$ cat src/rtl/rd_arb_nch_if.sv
// Signal bundle between the N-channel read arbiter, its requesters and the AXI read port.
// The master view belongs to the arbiter; the slave view to the requesters and memory side.
interface rd_arb_nch_if #(
  parameter int unsigned NUM_CH     = 3,
  parameter int unsigned ADDR_WIDTH = 32,
  parameter int unsigned DATA_WIDTH = 512,
  parameter int unsigned ID_WIDTH   = 4
);
  logic [NUM_CH-1:0]            req_valid;
  logic [NUM_CH-1:0]            req_ready;
  logic [NUM_CH*ADDR_WIDTH-1:0] req_addr;
  logic [NUM_CH-1:0]            rsp_valid;
  logic [NUM_CH-1:0]            rsp_ready;
  logic [DATA_WIDTH-1:0]        rsp_data;
  logic                         rsp_last;
  logic                         err_unexp;
  logic [NUM_CH-1:0]            err_resp;
  logic                         axi_rready;
  logic [ID_WIDTH-1:0]          axi_rid;
  logic [ADDR_WIDTH-1:0]        axi_raddr;
  logic [7:0]                   axi_rlen;
  logic [2:0]                   axi_rsize;
  logic [1:0]                   axi_rburst;
  logic                         axi_rlock;
  logic [3:0]                   axi_rcache;
  logic [2:0]                   axi_rprot;
  logic                         axi_rvalid;
  logic [ID_WIDTH-1:0]          axi_rd_bid;
  logic [1:0]                   axi_rd_rresp;
  logic                         axi_rd_rvalid;
  logic [DATA_WIDTH-1:0]        axi_rd_data;
  logic                         axi_rd_last;
  logic                         axi_rd_rready;

  modport master (
    input  req_valid, req_addr, rsp_ready, axi_rready, axi_rd_bid, axi_rd_rresp,
           axi_rd_rvalid, axi_rd_data, axi_rd_last,
    output req_ready, rsp_valid, rsp_data, rsp_last, err_unexp, err_resp, axi_rid,
           axi_raddr, axi_rlen, axi_rsize, axi_rburst, axi_rlock, axi_rcache, axi_rprot,
           axi_rvalid, axi_rd_rready
  );

  modport slave (
    output req_valid, req_addr, rsp_ready, axi_rready, axi_rd_bid, axi_rd_rresp,
           axi_rd_rvalid, axi_rd_data, axi_rd_last,
    input  req_ready, rsp_valid, rsp_data, rsp_last, err_unexp, err_resp, axi_rid,
           axi_raddr, axi_rlen, axi_rsize, axi_rburst, axi_rlock, axi_rcache, axi_rprot,
           axi_rvalid, axi_rd_rready
  );
endinterface

$ cat src/rtl/rd_arb_nch.sv
// Round-robin N-channel AXI read arbiter: one registered AR slot, per-channel outstanding
// limits, and a zero-latency R path routed to the requester by ID.
module rd_arb_nch #(
  parameter int unsigned NUM_CH     = 3,
  parameter int unsigned ADDR_WIDTH = 32,
  parameter int unsigned DATA_WIDTH = 512,
  parameter int unsigned ID_WIDTH   = 4,
  parameter int unsigned BURST_LEN  = 1,
  parameter int unsigned MAX_OUTST  = 4
) (
  input logic          aclk,
  input logic          aresetn,
  rd_arb_nch_if.master bus
);
  localparam int unsigned     OutW   = $clog2(MAX_OUTST + 1);
  localparam logic [OutW-1:0] MaxOut = OutW'(MAX_OUTST);
  localparam logic [OutW-1:0] One    = OutW'(1);

  logic                  rvalid_q, rvalid_d;
  logic [ID_WIDTH-1:0]   rid_q, rid_d;
  logic [ADDR_WIDTH-1:0] raddr_q, raddr_d;
  logic [ID_WIDTH-1:0]   last_q, last_d;
  logic [OutW-1:0]       outst_q [NUM_CH];
  logic [OutW-1:0]       outst_d [NUM_CH];
  logic                  err_unexp_q, err_unexp_d;
  logic [NUM_CH-1:0]     err_resp_q, err_resp_d;

  logic                  ar_free, found, route_hit, beat_acc;
  logic [ID_WIDTH-1:0]   grant;
  logic [ADDR_WIDTH-1:0] grant_addr;
  logic [NUM_CH-1:0]     eligible, accept, route_sel;

  assign ar_free = !rvalid_q || bus.axi_rready;

  // Two passes implement the rotation: channels above last_q first, then wrap to the rest.
  always_comb begin
    found      = 1'b0;
    grant      = '0;
    grant_addr = '0;
    eligible   = '0;
    for (int i = 0; i < NUM_CH; i++) begin
      eligible[i] = bus.req_valid[i] && (outst_q[i] < MaxOut);
    end
    for (int i = 0; i < NUM_CH; i++) begin
      if (!found && eligible[i] && (i > int'(last_q))) begin
        found      = 1'b1;
        grant      = ID_WIDTH'(i);
        grant_addr = bus.req_addr[i*ADDR_WIDTH +: ADDR_WIDTH];
      end
    end
    for (int i = 0; i < NUM_CH; i++) begin
      if (!found && eligible[i] && (i <= int'(last_q))) begin
        found      = 1'b1;
        grant      = ID_WIDTH'(i);
        grant_addr = bus.req_addr[i*ADDR_WIDTH +: ADDR_WIDTH];
      end
    end
  end

  // A beat only routes to a channel that is actually waiting for one; anything else is drained.
  always_comb begin
    accept    = '0;
    route_sel = '0;
    route_hit = 1'b0;
    for (int i = 0; i < NUM_CH; i++) begin
      accept[i] = aresetn && ar_free && found && (grant == ID_WIDTH'(i));
      if ((bus.axi_rd_bid == ID_WIDTH'(i)) && (outst_q[i] != '0)) begin
        route_hit    = 1'b1;
        route_sel[i] = 1'b1;
      end
    end
  end

  assign bus.axi_rd_rready = route_hit ? |(route_sel & bus.rsp_ready) : 1'b1;
  assign beat_acc          = bus.axi_rd_rvalid && bus.axi_rd_rready;

  always_comb begin
    rvalid_d    = rvalid_q;
    rid_d       = rid_q;
    raddr_d     = raddr_q;
    last_d      = last_q;
    err_unexp_d = err_unexp_q | (beat_acc & ~route_hit);
    err_resp_d  = err_resp_q;
    outst_d     = outst_q;
    if (ar_free) begin
      rvalid_d = found;
      if (found) begin
        rid_d   = grant;
        raddr_d = grant_addr;
        last_d  = grant;
      end
    end
    for (int i = 0; i < NUM_CH; i++) begin
      if (beat_acc && route_sel[i] && (bus.axi_rd_rresp != 2'b00)) begin
        err_resp_d[i] = 1'b1;
      end
      case ({accept[i], beat_acc && route_sel[i] && bus.axi_rd_last})
        2'b10:   outst_d[i] = outst_q[i] + One;
        2'b01:   outst_d[i] = outst_q[i] - One;
        default: outst_d[i] = outst_q[i];
      endcase
    end
  end

  always_ff @(posedge aclk or negedge aresetn) begin
    if (!aresetn) begin
      rvalid_q    <= 1'b0;
      rid_q       <= '0;
      raddr_q     <= '0;
      last_q      <= ID_WIDTH'(NUM_CH - 1);
      err_unexp_q <= 1'b0;
      err_resp_q  <= '0;
      for (int i = 0; i < NUM_CH; i++) begin
        outst_q[i] <= '0;
      end
    end else begin
      rvalid_q    <= rvalid_d;
      rid_q       <= rid_d;
      raddr_q     <= raddr_d;
      last_q      <= last_d;
      err_unexp_q <= err_unexp_d;
      err_resp_q  <= err_resp_d;
      for (int i = 0; i < NUM_CH; i++) begin
        outst_q[i] <= outst_d[i];
      end
    end
  end

  assign bus.req_ready  = accept;
  assign bus.rsp_valid  = route_sel & {NUM_CH{bus.axi_rd_rvalid}};
  assign bus.rsp_data   = bus.axi_rd_data;
  assign bus.rsp_last   = bus.axi_rd_last;
  assign bus.err_unexp  = err_unexp_q;
  assign bus.err_resp   = err_resp_q;
  assign bus.axi_rvalid = rvalid_q;
  assign bus.axi_rid    = rid_q;
  assign bus.axi_raddr  = raddr_q;
  assign bus.axi_rlen   = 8'(BURST_LEN - 1);
  assign bus.axi_rsize  = 3'($clog2(DATA_WIDTH / 8));
  assign bus.axi_rburst = 2'b01;
  assign bus.axi_rlock  = 1'b0;
  assign bus.axi_rcache = 4'b0011;
  assign bus.axi_rprot  = 3'b000;
endmodule

$ cat src/flat_wrapper.sv
// flat-port wrapper written by rule: the top's interface ports become plain ports
module rd_arb_nch_flat 
#(
  parameter int unsigned NUM_CH     = 3,
  parameter int unsigned ADDR_WIDTH = 32,
  parameter int unsigned DATA_WIDTH = 512,
  parameter int unsigned ID_WIDTH   = 4,
  parameter int unsigned BURST_LEN  = 1,
  parameter int unsigned MAX_OUTST  = 4
)
  (aclk, aresetn, bus_req_valid, bus_req_addr, bus_rsp_ready, bus_axi_rready, bus_axi_rd_bid, bus_axi_rd_rresp, bus_axi_rd_rvalid, bus_axi_rd_data, bus_axi_rd_last, bus_req_ready, bus_rsp_valid, bus_rsp_data, bus_rsp_last, bus_err_unexp, bus_err_resp, bus_axi_rid, bus_axi_raddr, bus_axi_rlen, bus_axi_rsize, bus_axi_rburst, bus_axi_rlock, bus_axi_rcache, bus_axi_rprot, bus_axi_rvalid, bus_axi_rd_rready);
  rd_arb_nch_if #(.NUM_CH(NUM_CH), .ADDR_WIDTH(ADDR_WIDTH), .DATA_WIDTH(DATA_WIDTH), .ID_WIDTH(ID_WIDTH)) bus_i ();
  input logic aclk;
  input logic aresetn;
  input wire logic [$bits(bus_i.req_valid)-1:0] bus_req_valid;
  input wire logic [$bits(bus_i.req_addr)-1:0] bus_req_addr;
  input wire logic [$bits(bus_i.rsp_ready)-1:0] bus_rsp_ready;
  input wire logic [$bits(bus_i.axi_rready)-1:0] bus_axi_rready;
  input wire logic [$bits(bus_i.axi_rd_bid)-1:0] bus_axi_rd_bid;
  input wire logic [$bits(bus_i.axi_rd_rresp)-1:0] bus_axi_rd_rresp;
  input wire logic [$bits(bus_i.axi_rd_rvalid)-1:0] bus_axi_rd_rvalid;
  input wire logic [$bits(bus_i.axi_rd_data)-1:0] bus_axi_rd_data;
  input wire logic [$bits(bus_i.axi_rd_last)-1:0] bus_axi_rd_last;
  output wire logic [$bits(bus_i.req_ready)-1:0] bus_req_ready;
  output wire logic [$bits(bus_i.rsp_valid)-1:0] bus_rsp_valid;
  output wire logic [$bits(bus_i.rsp_data)-1:0] bus_rsp_data;
  output wire logic [$bits(bus_i.rsp_last)-1:0] bus_rsp_last;
  output wire logic [$bits(bus_i.err_unexp)-1:0] bus_err_unexp;
  output wire logic [$bits(bus_i.err_resp)-1:0] bus_err_resp;
  output wire logic [$bits(bus_i.axi_rid)-1:0] bus_axi_rid;
  output wire logic [$bits(bus_i.axi_raddr)-1:0] bus_axi_raddr;
  output wire logic [$bits(bus_i.axi_rlen)-1:0] bus_axi_rlen;
  output wire logic [$bits(bus_i.axi_rsize)-1:0] bus_axi_rsize;
  output wire logic [$bits(bus_i.axi_rburst)-1:0] bus_axi_rburst;
  output wire logic [$bits(bus_i.axi_rlock)-1:0] bus_axi_rlock;
  output wire logic [$bits(bus_i.axi_rcache)-1:0] bus_axi_rcache;
  output wire logic [$bits(bus_i.axi_rprot)-1:0] bus_axi_rprot;
  output wire logic [$bits(bus_i.axi_rvalid)-1:0] bus_axi_rvalid;
  output wire logic [$bits(bus_i.axi_rd_rready)-1:0] bus_axi_rd_rready;
  assign bus_i.req_valid = bus_req_valid;
  assign bus_i.req_addr = bus_req_addr;
  assign bus_i.rsp_ready = bus_rsp_ready;
  assign bus_i.axi_rready = bus_axi_rready;
  assign bus_i.axi_rd_bid = bus_axi_rd_bid;
  assign bus_i.axi_rd_rresp = bus_axi_rd_rresp;
  assign bus_i.axi_rd_rvalid = bus_axi_rd_rvalid;
  assign bus_i.axi_rd_data = bus_axi_rd_data;
  assign bus_i.axi_rd_last = bus_axi_rd_last;
  assign bus_req_ready = bus_i.req_ready;
  assign bus_rsp_valid = bus_i.rsp_valid;
  assign bus_rsp_data = bus_i.rsp_data;
  assign bus_rsp_last = bus_i.rsp_last;
  assign bus_err_unexp = bus_i.err_unexp;
  assign bus_err_resp = bus_i.err_resp;
  assign bus_axi_rid = bus_i.axi_rid;
  assign bus_axi_raddr = bus_i.axi_raddr;
  assign bus_axi_rlen = bus_i.axi_rlen;
  assign bus_axi_rsize = bus_i.axi_rsize;
  assign bus_axi_rburst = bus_i.axi_rburst;
  assign bus_axi_rlock = bus_i.axi_rlock;
  assign bus_axi_rcache = bus_i.axi_rcache;
  assign bus_axi_rprot = bus_i.axi_rprot;
  assign bus_axi_rvalid = bus_i.axi_rvalid;
  assign bus_axi_rd_rready = bus_i.axi_rd_rready;
  rd_arb_nch #(.NUM_CH(NUM_CH), .ADDR_WIDTH(ADDR_WIDTH), .DATA_WIDTH(DATA_WIDTH), .ID_WIDTH(ID_WIDTH), .BURST_LEN(BURST_LEN), .MAX_OUTST(MAX_OUTST)) u_core (.aclk(aclk), .aresetn(aresetn), .bus(bus_i));
endmodule
$ cat config.mk
export PLATFORM = sky130hd
export DESIGN_NAME = rd_arb_nch_flat
export DESIGN_NICKNAME = d
export VERILOG_FILES = /design/src/rtl/rd_arb_nch_if.sv /design/src/rtl/rd_arb_nch.sv /design/src/flat_wrapper.sv
export SDC_FILE = /design/constraint.sdc
export NUM_CORES = 1
export LEC_CHECK = 0
export CAP_MARGIN = 20
export CORE_AREA = 2 2 475 477
export DETAILED_ROUTE_END_ITERATION = 8
export DIE_AREA = 0 0 477 479
export GPL_TIMING_DRIVEN = 0
export HOLD_SLACK_MARGIN = 0.15
export PLACE_DENSITY = 0.3
export SLEW_MARGIN = 30
export SYNTH_ARGS = -nofsm -noshare
export SYNTH_HDL_FRONTEND = slang
export SYNTH_SLANG_ARGS = --single-unit
export TNS_END_PERCENT = 1
$ cat constraint.sdc
create_clock -name aclk -period 2.6 [get_ports aclk]
set_clock_uncertainty 0.2 [all_clocks]
set_input_delay 0.65 -clock aclk [delete_from_list [all_inputs] [get_ports aclk]]
set_output_delay 0.65 -clock aclk [all_outputs]
set_load 0.02 [all_outputs]
# Word-level counts from Yosys, hierarchy flattened
# Cells that the tools add are included.
# word_totals
reg_bits	54
in_bits	625
output_inout_bits	582
elab_cells	109
# classes
add_sub_neg	6
order_cmp	7
eq_ne	10
muxes	24
bitwise	5
n_reduce_logical	46
# ops
cell	n
2-to-1 mux 32 bit	5
logical AND 1 bit	29
one-hot mux 3 bit (2 select lines)	3
2-to-1 mux 4 bit	4
2-to-1 mux 1 bit	12
adder 3 x 1 -> 3 bit (second input constant)	3
less-than comparator 3 bit (second input constant)	3
nonzero test 3 bit	3
subtractor 3 x 1 -> 3 bit (second input constant)	3
equality test 4 x 1 -> 1 bit (second input constant)	2
equality test 4 x 2 -> 1 bit (second input constant)	2
zero test 4 bit	2
nonzero test 2 bit	4
AND 3 bit	2
equality test 2 x 1 -> 1 bit (second input constant)	3
equality test 2 bit (second input constant)	3
zero test 1 bit	5
> comparator 1 x 4 -> 1 bit (first input constant)	1
> comparator 2 x 4 -> 1 bit (first input constant)	1
less-or-equal comparator 1 x 4 -> 1 bit (first input constant)	1
less-or-equal comparator 2 x 4 -> 1 bit (first input constant)	1
OR reduction 3 bit	1
AND reduction 2 bit	1
AND 1 bit	1
other kinds (3)	3

# Logic depth before layout (Yosys ltp)
# Gate-level depths: netlist of the first run.
# depth
ltp_word	23
ltp_mapped	12
depth_no_buf	10

# Worst setup path before layout of the first run
# Ideal clock, no wire load.
# synth_path
path_type	input to register
startpoint	input port bus_axi_rd_bid[3]
endpoint	register u_core.outst_q[5] in the netlist's numbering
arrival_time_ns	2.723
slack_ns	-0.402
cell_stages	10
path_cell_list	or2_0 > nor4_1 > a222oi_1 > nor3b_1 > ha_1 > inv_1 > fa_1 > xor2_1 > nor2_1 > xor2_1
# synth_between
elab_chain_cells	11
elab_cells_between_ends	21
# synth_lines
item	line	source
start: declaration	flat_wrapper.sv:19	input wire logic [$bits(bus_i.axi_rd_bid)-1:0] bus_axi_rd_bid;
equality test 4 x 1 -> 1 bit (tied with other cells)	rd_arb_nch.sv:67	if ((bus.axi_rd_bid == ID_WIDTH'(i)) && (outst_q[i] != '0)) begin
logical AND 1 bit	rd_arb_nch.sv:67	
2-to-1 mux 1 bit	rd_arb_nch.sv:67	
AND 3 bit or 2-to-1 mux 1 bit (tied branches)	rd_arb_nch.sv:74, rd_arb_nch.sv:67	
OR reduction 3 bit or 2-to-1 mux 1 bit (tied branches)	rd_arb_nch.sv:74, rd_arb_nch.sv:67	
2-to-1 mux 1 bit	rd_arb_nch.sv:74	assign bus.axi_rd_rready = route_hit ? |(route_sel & bus.rsp_ready) : 1'b1;
logical AND 1 bit	rd_arb_nch.sv:75	assign beat_acc = bus.axi_rd_rvalid && bus.axi_rd_rready;
logical AND 1 bit (*) (2 in series)	rd_arb_nch.sv:97	case ({accept[i], beat_acc && route_sel[i] && bus.axi_rd_last})
equality test 2 x 1 -> 1 bit or equality test 2 bit (tied branches)	rd_arb_nch.sv:97	
one-hot mux 3 bit (2 select lines) or nonzero test 2 bit (tied branches)	n/a	
end signal: indexed assignment	rd_arb_nch.sv:124	outst_q[i] <= outst_d[i];
end: declaration	rd_arb_nch.sv:23	logic [OutW-1:0] outst_q [NUM_CH];
# Mark *: on every way between the ends. The rest lies on a longest branch, timed or not.
# A chain may end at the register's enable or synchronous reset.

# Worst setup path after layout of the first run
# layout_path
startpoint	input port bus_axi_rready
endpoint	output port bus_req_ready[2]
# layout_between
elab_chain_cells	4
# layout_lines
item	line	source
start: declaration	flat_wrapper.sv:18	input wire logic [$bits(bus_i.axi_rready)-1:0] bus_axi_rready;
logical OR 1 bit	rd_arb_nch.sv:33	assign ar_free = !rvalid_q || bus.axi_rready;
logical AND 1 bit (3 in series)	rd_arb_nch.sv:66	accept[i] = aresetn && ar_free && found && (grant == ID_WIDTH'(i));
end: declaration	flat_wrapper.sv:24	output wire logic [$bits(bus_i.req_ready)-1:0] bus_req_ready;
# Every way passes these cells.

==> results.cfg, run 1 <==
[route]
ant_nets = 0
via_count = 8689
wl_per_cell_um = 28.4
wirelength_mm = 130
highest_layer = met5
dr.pass1.iters = 5
avgViaCountPerCell = 1.90
drc = 0
dr_wl_met2_mm = 59.7
met3_length_mm = 28.2
drtIter0Drc = 253
m1WireLength_mm = 37.7

[die]
rows = 174
core_um2 = 224000
die_height_um = 479
ioPinCount = 1207
start_util_pct = 3.02
die-area_um2 = 228000
die_w_um = 477

[clocking]
clock_tree.root_cell = clkbuf_16
clk_path_buf_depth = 2
cts-htree-levels = 2
tritoncts = yes
cts_num_sinks = 49
clkSlewWorstSetupHoldPaths_ns = 0.11
clock_latency_ns = 0.34
cts_buffers = 5

[synth]
yosysTopAreaCellShare_pct = 59.9
synth_top_family_by_area = buffers and inverters
synth_cell_types = 44
synthTopCellsByArea = buf_4 60%, dfrtp_1 18%, a221oi_1 4.1%, nand3_1 2.4%, a21oi_1 2.4%
synthAdderAreaFrac_pct = 1.44
synth.ff_latch_count = 49
synthFlopType = dfrtp_1
netlist_instances = 826
syn_area_per_cell_um2 = 8.18
synth_edf_count = 0
seq_area_frac_synth_pct = 18.2
syn_area_um2 = 6760
yosys.area.top_type = buf_4
synth_xor_area_share_pct = 1.17
synth-simple-area-share_pct = 7.94
async_reset_ff_share_pct = 100
synthMuxAreaShare_pct = 0.444
yosysWarningCount = 0
synth_compound_area_share_pct = 8.93

[global_route]
grt_max_degree = 40
antenna_found_initial = 127
grtUsageTotal_pct = 10.8
grt-ovfl-total = 0
grt_pass1_wl_mm = 147
grt_pass1_vias = 8887

[timing]
tightest_slew_ns = 0.933
hold_ws_ns = 0.183
fin_ws_ns = -0.276
finalHoldViolations = 0
maxSlewViolCount = 0
clock.fmax_ghz = 0.348
fin_crit_ns = 2.88
rsz0062_at_grt = true
setup_viol = 12
fin_crit_sh_pct = 111
maxSlewHeadroom_pct = 37.1

[hold_path]
min_path_type = input pin to asynchronous set/reset pin

[finish]
regArea_um2 = 1230
area_growth_syn_to_layout_pct = 168
drive_above_1_share_pct = 41.3
final.fill_count = 26100
nets = 2186
multiInputGateArea_um2 = 1650
fin_area_um2 = 18100
final_cell_mix = 653 x clkdlybuf4s50_1, 562 x buf_4, 45 x dfrtp_1
final_common_cell = clkdlybuf4s50_1
final_util_pct = 8.09

[placement]
pre_cts_slack_ns = -2.31
placed_area_um2 = 17400
io_buffers = 671
dp_hpwl_mm = 123
gp_congestion = 0.899

[setup_path]
cp-start-kind = input pin
worstPathMaxFanout = 4
worst_setup_path_end_kind = output pin
rr_worst_depth = 12
worstSetupPathType = input pin to output pin
crit_required_ns = 1.75
crit_arrival_ns = 2.03

[power_and_ir_drop]
ir_worst_vdd_uv = 232
powerDensity_nw_per_um2 = 462
finalPower_mw = 8.35
leakagePower_nw = 6.79

[outcome]
status = finished, violations left
violations = negative setup slack

[run]
maxCapViolCount = 0
==> path summary, 6_finish.rpt <==
kind	start	to	slack (ns)
max	bus_axi_rready	bus_req_ready[2]	-0.28
min	aresetn	u_core.bus.err_resp[2]	0.18
max reg2reg	u_core.outst_q[8]	u_core.outst_q[2]	-0.17
min reg2reg	u_core.bus.err_unexp	u_core.bus.err_unexp	0.27
max in group asynchronous	aresetn	u_core.bus.axi_raddr[2]	1.25
min in group aclk	u_core.bus.err_unexp	u_core.bus.err_unexp	0.27
==> per-stage QoR <==
step	setup TNS, ns	cells
2_1_floorplan	-1.77	847
3_3_place_gp	-198.63	4510
3_5_place_dp	-54.22	4514
4_1_cts	-2.55	4547
5_1_grt	-2.82	4559
6_report	-1.84	4565
==> logic make-up after synthesis <==
kind of cell | count (synthesis)
compound gates | 79
fa+ha+maj | 6
other cells | 2
mux | 3
flops | 49
xor+xnor | 9
simple gates | 109
buf+inv | 569
==> report_power, final <==
group          total, mW  internal [mW]  switching [mW]
Clock              0.855          0.364           0.491
Sequential          1.42           1.14           0.288
Combinational       6.07           2.67            3.40
Total               8.35           4.17            4.18
==> what timing repair did <==
action                                  in CTS  in global routing
endpoints found under the setup margin      51                 13
pin swaps                                   17                  8
resized for setup                          140                  5
endpoints found under the hold margin        9                  0
hold buffers                                 3                  0
setup buffers                               23                  1
==> registers in the layout, indices dropped and copies added, names as in the netlist <==
| signal | flops |
|---|---|
| u_core.bus.err_resp | 3 |
| u_core.last_q | 2 |
| u_core.bus.axi_rvalid | 1 |
| u_core.bus.axi_rid | 1 |
| u_core.bus.axi_raddr | 32 |
| u_core.outst_q | 9 |
| u_core.bus.err_unexp | 1 |
==> cells in the mapped netlist (2+ instances only) <==
cell type / n
buf_4: 539
dfrtp_1: 48
nor2_1: 42
nand3_1: 33
a21oi_1: 32
a221oi_1: 32
buf_2: 13
inv_1: 11
nor3_1: 7
clkbuf_1: 6
nand2_1: 6
xor2_1: 6
and2_1: 4
fa_1: 3
ha_1: 3
mux2i_1: 3
nand2b_1: 3
nor3b_1: 3
xnor2_1: 3
conb_1: 2
nor2b_1: 2
o21ai_0: 2
o21bai_1: 2
==> per-layer routing <==
layer	vias to the layer above	GRT usage, %
li1	3592	-
met1	3826	9.15
met2	964	18.1
met3	243	10.6
met4	64	2.21
met5	-	0
==> worst max-delay path, cell delays in order <==
cell and delay [ns]:
clkdlybuf4s50_1 0.46, nand2b_4 0.14, o31a_1 0.18, buf_12 0.12, nand2_4 0.08, nor3b_4 0.18
buf_6 0.18
==> layout make-up <==
| type | instances | share of cell area (%) |
|---|---|---|
| Antenna cell | 17 | 0.235 |
| Buffer | 558 | 23.2 |
| Clock buffer | 6 | 0.713 |
| Clock inverter | 2 | 0.0831 |
| Inverter | 11 | 0.228 |
| Multi-Input combinational cell | 229 | 9.11 |
| Sequential cell | 49 | 6.81 |
| Tap cell | 2992 | 20.7 |
| Timing Repair Buffer | 701 | 38.9 |
(Power assumes the default switching activity.)
==> inputs of run 2 (changes only) <==
- HOLD_SLACK_MARGIN: 0.15 -> 0.06
- SLEW_MARGIN: 30 -> default
==> results.cfg, run 2 (synthesis gave the netlist of run 1 again) <==
[clocking]
clk_path_buf_depth = 2
cts-htree-levels = 2
clock_latency_ns = 0.35
tritoncts = yes
clkSlewWorstSetupHoldPaths_ns = 0.10
clock_tree.root_cell = clkbuf_16
cts_num_sinks = 49
cts_buffers = 5

[global_route]
grt_use_met1_pct = 9.48
grt_pass1_vias = 8892
grt_max_degree = 44
grtUsageTotal_pct = 10.8
gr-usage-met3_pct = 10.2
grt-ovfl-total = 0
grt_pass1_wl_mm = 147
antenna_found_initial = 129
grt_busiest_layer = met2
met2_usage_pct = 18.1

[finish]
final.fill_count = 26100
drive_above_1_share_pct = 41.2
area_growth_syn_to_layout_pct = 167
final_common_cell = clkdlybuf4s50_1
fin_area_um2 = 18000
final_cell_mix = 653 x clkdlybuf4s50_1, 563 x buf_4, 45 x dfrtp_1
largest_reg_flops = 32
final_util_pct = 8.06
nets = 2180

[timing]
setup_viol = 13
fin_crit_sh_pct = 114
maxSlewHeadroom_pct = 38.5
hold_ws_ns = 0.0905
fin_ws_ns = -0.374
maxSlewViolCount = 0
clock.fmax_ghz = 0.336
tightest_slew_ns = 0.910
fin_crit_ns = 2.97
finalHoldViolations = 0
rsz0062_at_grt = true

[power_and_ir_drop]
leakagePower_nw = 6.75
powerDensity_nw_per_um2 = 462
finalPower_mw = 8.33
p_sw_mw = 4.20
p_sw_share_pct = 50.4
clkPwrFrac_pct = 10.1
ir_worst_vdd_uv = 241
combPwrFrac_pct = 72.8
power_frac_seq_pct = 17.1
power.internal_mw = 4.14

[setup_path]
worstSetupPathType = flop to output pin
r2r_start = u_core.outst_q[8]
worst_setup_path_end_kind = output pin
r2r_setup_slack_ns = -0.17
rr_worst_depth = 13
cp-start-kind = flop
cp_num_buf_inv = 3
crit_path_cell_trace = nor3_4 > nor4b_4 > buf_12 > a222oi_1 > buf_4 > nand2b_4 > buf_8
critPathLaunch = u_core.outst_q[5]
slowest_stage = dfrtp_2
critical-path-top-delay-family = buffers and inverters
crit_arrival_ns = 2.12
r2r_end = u_core.outst_q[2]
crit_required_ns = 1.75
worstPathMaxFanout = 4
cp_slowest_stage_delay_ns = 0.44

[route]
avgViaCountPerCell = 1.89
drtIter0Drc = 371
wirelength_mm = 129
dr.pass1.iters = 4
drc = 0
wl_per_cell_um = 28.3
via_count = 8630
ant_nets = 0

[run]
maxCapViolCount = 0

[placement]
gp_congestion = 0.899
dp_hpwl_mm = 123
io_buffers = 671
placed_area_um2 = 17400

[hold_path]
min_path_type = input pin to asynchronous set/reset pin

[die]
start_util_pct = 3.02
die_height_um = 479
ioPinCount = 1207
rows = 174
core_um2 = 224000
die_w_um = 477
die-area_um2 = 228000

[outcome]
status = finished, violations left
violations = negative setup slack
-- run 2: cell types whose count changed in the layout (fill, tap and decap cells not counted), sizes merged --
cell and delta:
clkbuf +1, buf -9, diode -3, dlygate4sd3 -1, clkdlybuf4s15 +3
-- run 2: layout make-up --
type | count | area [µm²] | share of cell area, %
antenna | 14 | 35.0 | 0.194
buffer | 558 | 4200 | 23.3
clock buffer | 6 | 129 | 0.715
clock inverter | 2 | 15.0 | 0.0833
inverter | 11 | 41.3 | 0.229
multi-input combinational | 229 | 1660 | 9.23
sequential | 49 | 1230 | 6.83
tap | 2992 | 3740 | 20.8
timing repair buffer | 695 | 6960 | 38.6
-- run 2: worst max path at each step --
| stage | slack, ns | cells past startpoint | end |
|---|---|---|---|
| 2_1_floorplan | -0.30 | 10 | u_core.outst_q[5] |
| 5_1_grt | -0.51 | 7 | bus_axi_rd_rready |
| 3_5_place_dp | -2.29 | 7 | bus_req_ready[2] |
| 4_1_cts | -0.47 | 7 | bus_axi_rd_rready |
| 3_3_place_gp | -4.16 | 4 | bus_req_ready[2] |
| 6_report | -0.37 | 7 | bus_axi_rd_rready |
-- run 2: what timing repair did --
action | in CTS | in global routing
endpoints found under the setup margin | 56 | 28
gates resized for setup | 129 | 7
buffers inserted | 20 | 1
hold buffers | 1 | 0
endpoints found under the hold margin | 9 | 0
pin swaps | 16 | 10
-- run 2: stage by stage --
step                      worst slack [ns]  setup TNS, ns  instances
after floorplan                     -0.305          -1.77        847
after global routing                -0.509          -3.89       4552
after global placement               -4.16        -198.63       4510
after detailed placement             -2.29         -58.62       4512
final                               -0.374          -2.43       4556
after CTS                           -0.473          -3.01       4541
-- run 2: layer usage --
layer	up-vias	part of all wire, %
met4	56	2.2
met1	3783	30
met2	982	46
met3	237	21
met5	-	0.27
li1	3572	-
-- run 2: power groups by stage --
stage	Combinational [mW]	Sequential, mW	Clock, mW
after global routing	6.51	1.46	0.920
after detailed placement	5.89	1.41	0
after CTS	6.26	1.42	0.929
after floorplan	2.37	1.70	0
after global placement	5.88	1.41	0
final	6.07	1.42	0.845
==> inputs of run 3 (changes only) <==
- SKIP_CTS_REPAIR_TIMING: default -> 1
==> results.cfg, run 3 (synthesis gave the netlist of run 1 again) <==
[die]
core_um2 = 224000
die_w_um = 477
ioPinCount = 1207
start_util_pct = 3.02
rows = 174
die-area_um2 = 228000
die_height_um = 479

[route]
dr.pass1.iters = 5
ant_nets = 0
drc = 0
via_count = 8650
drtIter0Drc = 310
wl_per_cell_um = 28.3
wirelength_mm = 129
avgViaCountPerCell = 1.90

[timing]
fin_ws_ns = -0.393
finalSetupTns_ns = -2.97
clock.fmax_ghz = 0.334
fin_crit_ns = 2.99
maxSlewHeadroom_pct = 32.8
fin_crit_sh_pct = 115
maxSlewViolCount = 0
finalHoldViolations = 0
tightest_slew_ns = 1.01
setup_viol = 13
rsz0062_at_grt = true

[global_route]
grtUsageTotal_pct = 10.7
antenna_found_initial = 128
grt_pass1_wl_mm = 146
grt-ovfl-total = 0
grt_pass1_vias = 8747
grt_max_degree = 44

[clocking]
cts_num_sinks = 49
clk_path_buf_depth = 2
cts_buffers = 5
clock_latency_ns = 0.34
tritoncts = yes
cts-htree-levels = 2
clkSlewWorstSetupHoldPaths_ns = 0.09
clock_tree.root_cell = clkbuf_16

[outcome]
status = finished, violations left
violations = negative setup slack

[finish]
final_util_pct = 8.00
fin_area_um2 = 17900
final.fill_count = 26100
largest_reg_flops = 32
nets = 2172
multiInputGateArea_um2 = 1600
final_cell_mix = 654 x clkdlybuf4s50_1, 553 x buf_4, 45 x dfrtp_1
drive_above_1_share_pct = 40.0
regArea_um2 = 1230
area_growth_syn_to_layout_pct = 165
final_common_cell = clkdlybuf4s50_1

[setup_path]
worst_setup_path_end_kind = flop
worstSetupPathType = input pin to flop
rr_worst_depth = 12
r2r_setup_slack_ns = -0.16
cp-start-kind = input pin
crit_path_cell_trace = dlymetal6s2s_1 > or2_4 > nor4_4 > buf_6 > a222oi_1 > buf_4 > nor3_2 > ha_2 > inv_1 > fa_1 > xor2_1 > nor2_1 > xor2_1
cp_slowest_stage_delay_ns = 0.36
crit_arrival_ns = 3.07
cp_common_cell = xor2_1
r2r_start = u_core.outst_q[8]
worstPathMaxFanout = 4
slowest_stage = fa_1
crit_required_ns = 2.67
r2r_end = u_core.outst_q[2]

[power_and_ir_drop]
ir_worst_vdd_uv = 238
powerDensity_nw_per_um2 = 458
finalPower_mw = 8.20
leakagePower_nw = 6.74

[placement]
gp_congestion = 0.899
dp_hpwl_mm = 123
placed_area_um2 = 17400
io_buffers = 671
pre_cts_slack_ns = -2.29

[run]
maxCapViolCount = 0

[hold_path]
min_path_type = input pin to asynchronous set/reset pin
[run 3: cell count changes in the layout (fill, tap and decap cells not counted), sizes merged]
| cell | before | now |
|---|---|---|
| dlygate4sd2 | 2 | 0 |
| dlymetal6s2s | 0 | 8 |
| diode | 14 | 13 |
| clkdlybuf4s50 | 653 | 654 |
| clkdlybuf4s15 | 5 | 0 |
| buf | 586 | 575 |
| clkbuf | 12 | 13 |
[run 3: final cells by class]
| cell class | instances | area share [%] |
|---|---|---|
| diodes | 13 | 0.182 |
| plain buffers | 558 | 23.5 |
| clock buffers | 6 | 0.720 |
| clock inverters | 2 | 0.0839 |
| inverters | 11 | 0.231 |
| multi-input cells | 229 | 8.97 |
| flip-flops and latches | 49 | 6.88 |
| well taps | 2992 | 20.9 |
| repair buffers | 687 | 38.5 |
[run 3: how the worst max path moves through the flow]
stage                                   end               from  slack, ns  cells after the start
after global routing      u_core.outst_q[2]  bus_axi_rd_bid[2]      -0.57                     13
after floorplan           u_core.outst_q[5]  bus_axi_rd_bid[3]      -0.30                     10
after detailed placement   bus_req_ready[2]   bus_req_valid[0]      -2.29                      7
after global placement     bus_req_ready[2]            aresetn      -4.16                      4
after CTS                  bus_req_ready[2]   bus_req_valid[0]      -2.30                      7
final                     u_core.outst_q[2]  bus_axi_rd_bid[2]      -0.39                     13
[run 3: metrics by stage]
step,cells,hold slack (ns)
4_1_cts,4520,-0.0970
3_3_place_gp,4510,0.251
2_1_floorplan,847,0.154
6_report,4547,0.0919
5_1_grt,4544,0.101
3_5_place_dp,4512,0.251
[run 3: where the power goes]
part           switching, mW  internal [mW]  leakage (nW)
registers              0.302           1.14         0.557
clock network          0.471          0.364        0.0632
logic                   3.37           2.56          6.12
total                   4.14           4.06          6.74
[run 3: per-layer routing]
| metal | part of all wire [%] | routed length, µm | GRT usage [%] | vias up |
|---|---|---|---|---|
| li1 | - | - | - | 3553 |
| met3 | 22 | 28000 | 10.3 | 249 |
| met1 | 30 | 38100 | 9.34 | 3797 |
| met4 | 2.6 | 3300 | 1.90 | 56 |
| met5 | 0.27 | 348 | 0 | - |
| met2 | 46 | 59100 | 18.0 | 995 |
[run 3: critical path: cells and delay by family]
kind	cells	cell delay (ns)
XOR/XNOR	2	0.30
buffers and inverters	4	0.58
AND/OR/NAND/NOR	4	0.85
AO/OA/AOI/OAI	1	0.09
adder cells (fa/ha/maj)	2	0.57
